==> src/rtl/flappy_pkg.sv <==
// Shared Flappy Bird constants: scheduler state type, coordinate width, screen
// geometry and the initial pipe layout reused by collision and display logic.
package flappy_pkg;

    typedef enum logic [1:0] {IDLE, RUN, HALT} sched_state_t;

    localparam int COORD_W  = 11;
    localparam int SCREEN_W = 640;
    localparam int PIPE_W   = 40;
    localparam int BIRD_X   = 100;

    localparam logic [COORD_W-1:0] PIPE1_X_INIT = 11'd319;
    localparam logic [COORD_W-1:0] PIPE2_X_INIT = 11'd639;
    localparam logic [COORD_W-1:0] PIPE1_Y_INIT = 11'd250;
    localparam logic [COORD_W-1:0] PIPE2_Y_INIT = 11'd200;
    localparam logic [2:0]         SPEED_INIT   = 3'd1;

endpackage

==> src/rtl/pipe_lane.sv <==
// One scrolling pipe: x/y registers, recycle-or-move step, gap mapping and
// detection of the move that carries the pipe past the bird.
module pipe_lane
    import flappy_pkg::COORD_W;
#(
    parameter int                 SCREEN_W = 640,
    parameter int                 PIPE_W   = 40,
    parameter int                 BIRD_X   = 100,
    parameter int                 GAP_MIN  = 80,
    parameter int                 GAP_MAX  = 380,
    parameter logic [COORD_W-1:0] X_INIT   = '0,
    parameter logic [COORD_W-1:0] Y_INIT   = '0
) (
    input  logic               game_clk,
    input  logic               reset,
    input  logic               load,
    input  logic               move,
    input  logic [2:0]         speed,
    input  logic [8:0]         r,
    output logic [COORD_W-1:0] x,
    output logic [COORD_W-1:0] y,
    output logic               scored
);

    localparam int                 GAP_SPAN  = GAP_MAX - GAP_MIN + 1;
    localparam logic [COORD_W-1:0] RECYCLE_X = COORD_W'(SCREEN_W - 1);
    localparam logic [COORD_W-1:0] SCORE_X   = COORD_W'(BIRD_X - PIPE_W);

    logic [COORD_W-1:0] r_x;
    logic [COORD_W-1:0] r_y;
    logic [COORD_W-1:0] w_speed_ext;
    logic [COORD_W-1:0] w_x_step;
    logic [COORD_W-1:0] w_gap;
    logic [8:0]         w_r_wrapped;
    logic               w_recycle;

    assign w_speed_ext = COORD_W'(speed);
    assign w_recycle   = r_x <= w_speed_ext;
    assign w_x_step    = r_x - w_speed_ext;

    // r is at most 511, below twice the span, so a single subtract folds it in range
    assign w_r_wrapped = (r >= 9'(GAP_SPAN)) ? r - 9'(GAP_SPAN) : r;
    assign w_gap       = COORD_W'(GAP_MIN) + COORD_W'(w_r_wrapped);

    assign scored = move && !w_recycle && (r_x >= SCORE_X) && (w_x_step < SCORE_X);
    assign x      = r_x;
    assign y      = r_y;

    always_ff @(posedge game_clk) begin
        if (reset || load) begin
            r_x <= X_INIT;
            r_y <= Y_INIT;
        end else if (move) begin
            if (w_recycle) begin
                r_x <= RECYCLE_X;
                r_y <= w_gap;
            end else begin
                r_x <= w_x_step;
            end
        end
    end

endmodule

==> src/rtl/pipe_scheduler.sv <==
// Pipe obstacle scheduler: run/halt FSM, two pipe lanes, saturating score and
// score-driven scroll speed.
//   state | meaning
//   IDLE  | initial layout loaded, waiting for enable
//   RUN   | pipes scroll while enable is high; collision freezes the game
//   HALT  | frozen after a collision until restart or reset
module pipe_scheduler
    import flappy_pkg::COORD_W, flappy_pkg::sched_state_t, flappy_pkg::IDLE,
           flappy_pkg::RUN, flappy_pkg::HALT, flappy_pkg::PIPE1_X_INIT,
           flappy_pkg::PIPE2_X_INIT, flappy_pkg::PIPE1_Y_INIT,
           flappy_pkg::PIPE2_Y_INIT, flappy_pkg::SPEED_INIT;
#(
    parameter int SCREEN_W       = flappy_pkg::SCREEN_W,
    parameter int PIPE_W         = flappy_pkg::PIPE_W,
    parameter int BIRD_X         = flappy_pkg::BIRD_X,
    parameter int GAP_MIN        = 80,
    parameter int GAP_MAX        = 380,
    parameter int SPEED_STEP_PTS = 10,
    parameter int MAX_SPEED      = 4
) (
    input  logic               game_clk,
    input  logic               reset,
    input  logic               enable,
    input  logic               restart,
    input  logic               collision,
    input  logic [9:0]         random,
    output logic [COORD_W-1:0] pipe1_x,
    output logic [COORD_W-1:0] pipe2_x,
    output logic [COORD_W-1:0] pipe1_y,
    output logic [COORD_W-1:0] pipe2_y,
    output logic [9:0]         score,
    output logic               score_pulse,
    output logic [2:0]         speed,
    output logic               running
);

    localparam logic [9:0] SCORE_MAX = 10'd999;
    localparam logic [9:0] STEP      = 10'(SPEED_STEP_PTS);

    sched_state_t r_state;
    logic [9:0]   r_score;
    logic [2:0]   r_speed;
    logic         r_pulse;
    logic         w_move;
    logic         w_scored1;
    logic         w_scored2;
    logic [10:0]  w_sum;
    logic [9:0]   w_score_next;
    logic         w_step_cross;
    logic         w_unused_rand_msb;

    assign w_move            = (r_state == RUN) && enable && !collision;
    assign w_unused_rand_msb = random[9];

    pipe_lane #(
        .SCREEN_W(SCREEN_W), .PIPE_W(PIPE_W), .BIRD_X(BIRD_X),
        .GAP_MIN(GAP_MIN), .GAP_MAX(GAP_MAX),
        .X_INIT(PIPE1_X_INIT), .Y_INIT(PIPE1_Y_INIT)
    ) u_lane1 (
        .game_clk(game_clk), .reset(reset), .load(restart), .move(w_move),
        .speed(r_speed), .r(random[8:0]),
        .x(pipe1_x), .y(pipe1_y), .scored(w_scored1)
    );

    // Bit-rotated draw so two pipes recycling together get different gaps
    pipe_lane #(
        .SCREEN_W(SCREEN_W), .PIPE_W(PIPE_W), .BIRD_X(BIRD_X),
        .GAP_MIN(GAP_MIN), .GAP_MAX(GAP_MAX),
        .X_INIT(PIPE2_X_INIT), .Y_INIT(PIPE2_Y_INIT)
    ) u_lane2 (
        .game_clk(game_clk), .reset(reset), .load(restart), .move(w_move),
        .speed(r_speed), .r({random[3:0], random[8:4]}),
        .x(pipe2_x), .y(pipe2_y), .scored(w_scored2)
    );

    assign w_sum        = 11'(r_score) + 11'(w_scored1) + 11'(w_scored2);
    assign w_score_next = (w_sum > 11'(SCORE_MAX)) ? SCORE_MAX : w_sum[9:0];
    assign w_step_cross = (w_score_next / STEP) != (r_score / STEP);

    always_ff @(posedge game_clk) begin
        if (reset || restart) begin
            r_state <= IDLE;
            r_score <= '0;
            r_speed <= SPEED_INIT;
            r_pulse <= 1'b0;
        end else begin
            r_pulse <= 1'b0;
            case (r_state)
                IDLE: if (enable) r_state <= RUN;
                RUN: begin
                    if (collision) begin
                        r_state <= HALT;
                    end else if (enable) begin
                        r_score <= w_score_next;
                        r_pulse <= w_scored1 || w_scored2;
                        if (w_step_cross && (r_speed < 3'(MAX_SPEED)))
                            r_speed <= r_speed + 3'd1;
                    end
                end
                default: r_state <= r_state;
            endcase
        end
    end

    assign score       = r_score;
    assign score_pulse = r_pulse;
    assign speed       = r_speed;
    assign running     = (r_state == RUN);

endmodule

==> config.mk <==
export PLATFORM = sky130hd
export DESIGN_NAME = pipe_scheduler
export DESIGN_NICKNAME = d
export VERILOG_FILES = /design/src/rtl/flappy_pkg.sv /design/src/rtl/pipe_lane.sv /design/src/rtl/pipe_scheduler.sv
export SDC_FILE = /design/constraint.sdc
export NUM_CORES = 1
export LEC_CHECK = 0
export CORE_MARGIN = 1.5
export CORE_UTILIZATION = 50
export DETAILED_ROUTE_END_ITERATION = 10
export GPL_TIMING_DRIVEN = 0
export PLACE_DENSITY = 0.71
export SLEW_MARGIN = 0
export SYNTH_ARGS = -nofsm -noshare
export SYNTH_HDL_FRONTEND = slang
export SYNTH_SLANG_ARGS = --single-unit
==> constraint.sdc <==
create_clock -name game_clk -period 8.48 [get_ports game_clk]
set_input_delay 1.696 -clock game_clk [delete_from_list [all_inputs] [get_ports game_clk]]
set_output_delay 1.696 -clock game_clk [all_outputs]
set_load 0.1 [all_outputs]
==> results.sh <==
export IMPL_status="completed"
export IMPL_timing_rr_start="speed[0]$_SDFFE_PP1P_"
export IMPL_clock_latency_ns=0.34
export IMPL_fin_crit_ns=8.13
export IMPL_synth_top_family_by_area="compound AO/OA/AOI/OAI gates"
export IMPL_worst_slew_pin_slew_ns=1.02
export IMPL_hp_class="flop to flop"
export IMPL_drv_max_cap_violation_count=0
export IMPL_synth_mux_area_frac=0.00371
export IMPL_wire_per_inst_um=17.7
export IMPL_htree_levels=3
export IMPL_io_pin_count=74
export IMPL_power_density_nw_per_um2=89.1
export IMPL_synth_edf_count=0
export IMPL_stdcell_area_um2=6440
export IMPL_post_synth_num_cell_types=93
export IMPL_top_layer="met4"
export IMPL_crit_required_ns=8.68
export IMPL_met3WireLength_mm=1.07
export IMPL_finalHoldViolCount=0
export IMPL_numCtsBuffers=9
export IMPL_utilization=0.618
export IMPL_drt_iter0_drc=456
export IMPL_drive_above_1_share=0.0934
export IMPL_yosysSeqAreaShare=0.215
export IMPL_path_class="input pin to flop"
export IMPL_synth_seq_cells=58
export IMPL_synthXorXnorAreaFrac=0.0633
export IMPL_synth_area_top_cells="dfxtp_1, nor2_1, nand2_1"
export IMPL_yosys_warnings=0
export IMPL_cts_buffer_depth=2
export IMPL_postCtsSetupBuffers=0
export IMPL_ir_worst_vdd_mv=0.127
export IMPL_grt_pass1_wl_mm=27.6
export IMPL_async_reset_ff_frac=0
export IMPL_maxSlewViolCount=0
export IMPL_syn_inst=729
export IMPL_num_rows=37
export IMPL_grt_max_degree=11
export IMPL_fmax_ghz=0.123
export IMPL_cts_clk_slew_worst_paths_ns=0.06
export IMPL_slowest_delay_ns=0.79
export IMPL_crit_path_max_fanout=10
export IMPL_cts_root_buffer="clkbuf_8"
export IMPL_avgViaCountPerCell=6.26
export IMPL_syn_area_per_cell_um2=7.40
export IMPL_critPathBufInv=4
export IMPL_fin_setup_tns_ns=0
export IMPL_routed_wl_met2_mm=7.91
export IMPL_startpoint_type="input pin"
export IMPL_critPathLaunch="enable"
export IMPL_cts_num_sinks=58
export IMPL_finalNetCount=845
export IMPL_yosys_area_share_adder=0.0584
export IMPL_synth_top_area_cell="dfxtp_1"
export IMPL_maxSlewHeadroom=0.320
export IMPL_gp_congestion=0.938
export IMPL_die_x_um=107
export IMPL_rsz0062_at_grt="false"
export IMPL_io_buffers=68
export IMPL_power_leakage_nw=2.30
export IMPL_grt_pass1_vias=5707
export IMPL_ant_nets=0
export IMPL_cts_tree="yes"
export IMPL_timing_final_ws_setup_ns=0.349
export IMPL_min_from="u_lane2.y[4]$_SDFFE_PP0P_"
export IMPL_die_area_um2=11400
export IMPL_gr_total_overflow=0
export IMPL_crit_path_end_kind="flop"
export IMPL_die_height_um=107
export IMPL_route_vias_total=5949
export IMPL_synthTopCellsByCount="nor2_1, nand2_1, dfxtp_1"
export IMPL_cp_slowest_cell="nor3b_1"
export IMPL_fillCellCount=980
export IMPL_period_share=0.959
export IMPL_synthFlopType="dfxtp_1"
export IMPL_synth_compound_area_share=0.322
export IMPL_dr_pass1_iters=6
export IMPL_initial_core_util=0.518
export IMPL_post_route_drc_count=0
export IMPL_antenna_cells=0
export IMPL_post_place_ws_ns=0.113
export IMPL_synth_simple_gate_area_frac=0.274
export IMPL_synth_most_common_cell="nor2_1"
export IMPL_synth_top_area_frac=0.215
export IMPL_antenna_found_initial=0
export IMPL_m1WireLength_mm=7.11
export IMPL_syn_to_final_growth_pct=19.4
export IMPL_clock_skew_ns=0.00745
export IMPL_dp_hpwl_mm=12.8
export IMPL_setup_viol=0
export IMPL_placedInstanceArea_um2=6250
export IMPL_grt_usage=0.300
export IMPL_cts_hold_buf=0
export IMPL_syn_area_um2=5400
export IMPL_core_area_um2=10400
export IMPL_routed_wirelength_mm=16.8
export IMPL_critPathTopFamily="simple AND/OR/NAND/NOR gates"
export IMPL_arrival_ns=8.33
-- flip-flops by register name, summed over array words and instances (netlist names) --
name         count
score           10
u_lane2.y       10
speed            3
u_lane2.x       11
r_state          2
u_lane1.x       11
u_lane1.y       10
score_pulse      1
-- per-stage QoR --
stage,cells,power [mW],hold slack [ns]
5_1_grt,950,0.597,0.488
3_3_place_gp,934,0.343,0.452
4_1_cts,950,0.581,0.458
2_1_floorplan,730,0.324,0.460
3_5_place_dp,934,0.343,0.450
6_report,950,0.574,0.458
-- routing by layer --
metal | track usage | vias up
li1 | - | 2856
met1 | 0.378 | 2753
met2 | 0.492 | 283
met3 | 0.0389 | 57
met4 | 0.174 | 0
met5 | 0 | -
-- layout make-up --
cell class | instances | area [um2] | area share
clock buffer | 14 | 173 | 0.0268
inverter | 21 | 78.8 | 0.0122
multi-input combinational | 599 | 3910 | 0.607
sequential | 58 | 1160 | 0.180
buffer | 52 | 260 | 0.0404
clock inverter | 2 | 10.0 | 0.00155
tap | 136 | 170 | 0.0264
timing repair buffer | 68 | 681 | 0.106
-- cell usage in the layout (no fill, tap or decap), types with 4 or more instances in the layout --
master and instances:
o21ai_1 7, o211ai_1 17, buf_4 8, a211o_1 7
inv_1 21, nand2_1 81, dfxtp_1 58, nor2b_1 7
nor2_1 82, or3_1 4, or2_2 4, o31ai_1 8
nand3b_1 6, nor4_1 7, and3_1 7, a31oi_1 10
nand2b_1 10, buf_2 15, nor3_1 27, and4_1 5
a21oi_1 46, clkbuf_8 12, o21ai_0 38, a21o_1 10
ha_1 18, clkdlybuf4s50_1 68, nand3_1 27, a221oi_1 4
xnor2_1 29, a211oi_1 20, o22ai_1 9, clkbuf_1 27
xor2_1 10, nand4_1 8
-- final timing paths --
kind                                to  slack, ns  cells past startpoint
max reg2reg      speed[0]$_SDFFE_PP1P_       0.65                     27
min reg2reg  u_lane2.y[4]$_SDFFE_PP0P_       0.46                      2
min          u_lane2.y[4]$_SDFFE_PP0P_       0.46                      2
max              speed[0]$_SDFFE_PP1P_       0.35                     25
-- power by group --
group	internal [mW]	switching (mW)
Combinational	0.0230	0.0412
Clock	0.129	0.107
Sequential	0.273	0.000540
-- what timing repair did --
| action | CTS | global route |
|---|---|---|
| endpoints found under the hold margin | 0 | 0 |
| endpoints found under the setup margin | 0 | 3 |
| gates resized for setup | 0 | 3 |
-- cell families (layout without fill, tap and decap cells) --
kind of cell,count (synthesis),after routing
muxes,2,2
buffers and inverters,73,157
other,1,2
xor gates and xnor gates,39,39
adders and majority gates,24,24
and+or+nand+nor,298,298
AOI/OAI and AO/OA,234,234
DFF,58,58
-- worst min-delay path: cells and delay by family (launching register included) --
kind	cells	cell delay, ns
and+or+nand+nor	1	0.05
DFF	1	0.31
AOI/OAI and AO/OA	1	0.05
(Power assumes the default switching activity.)
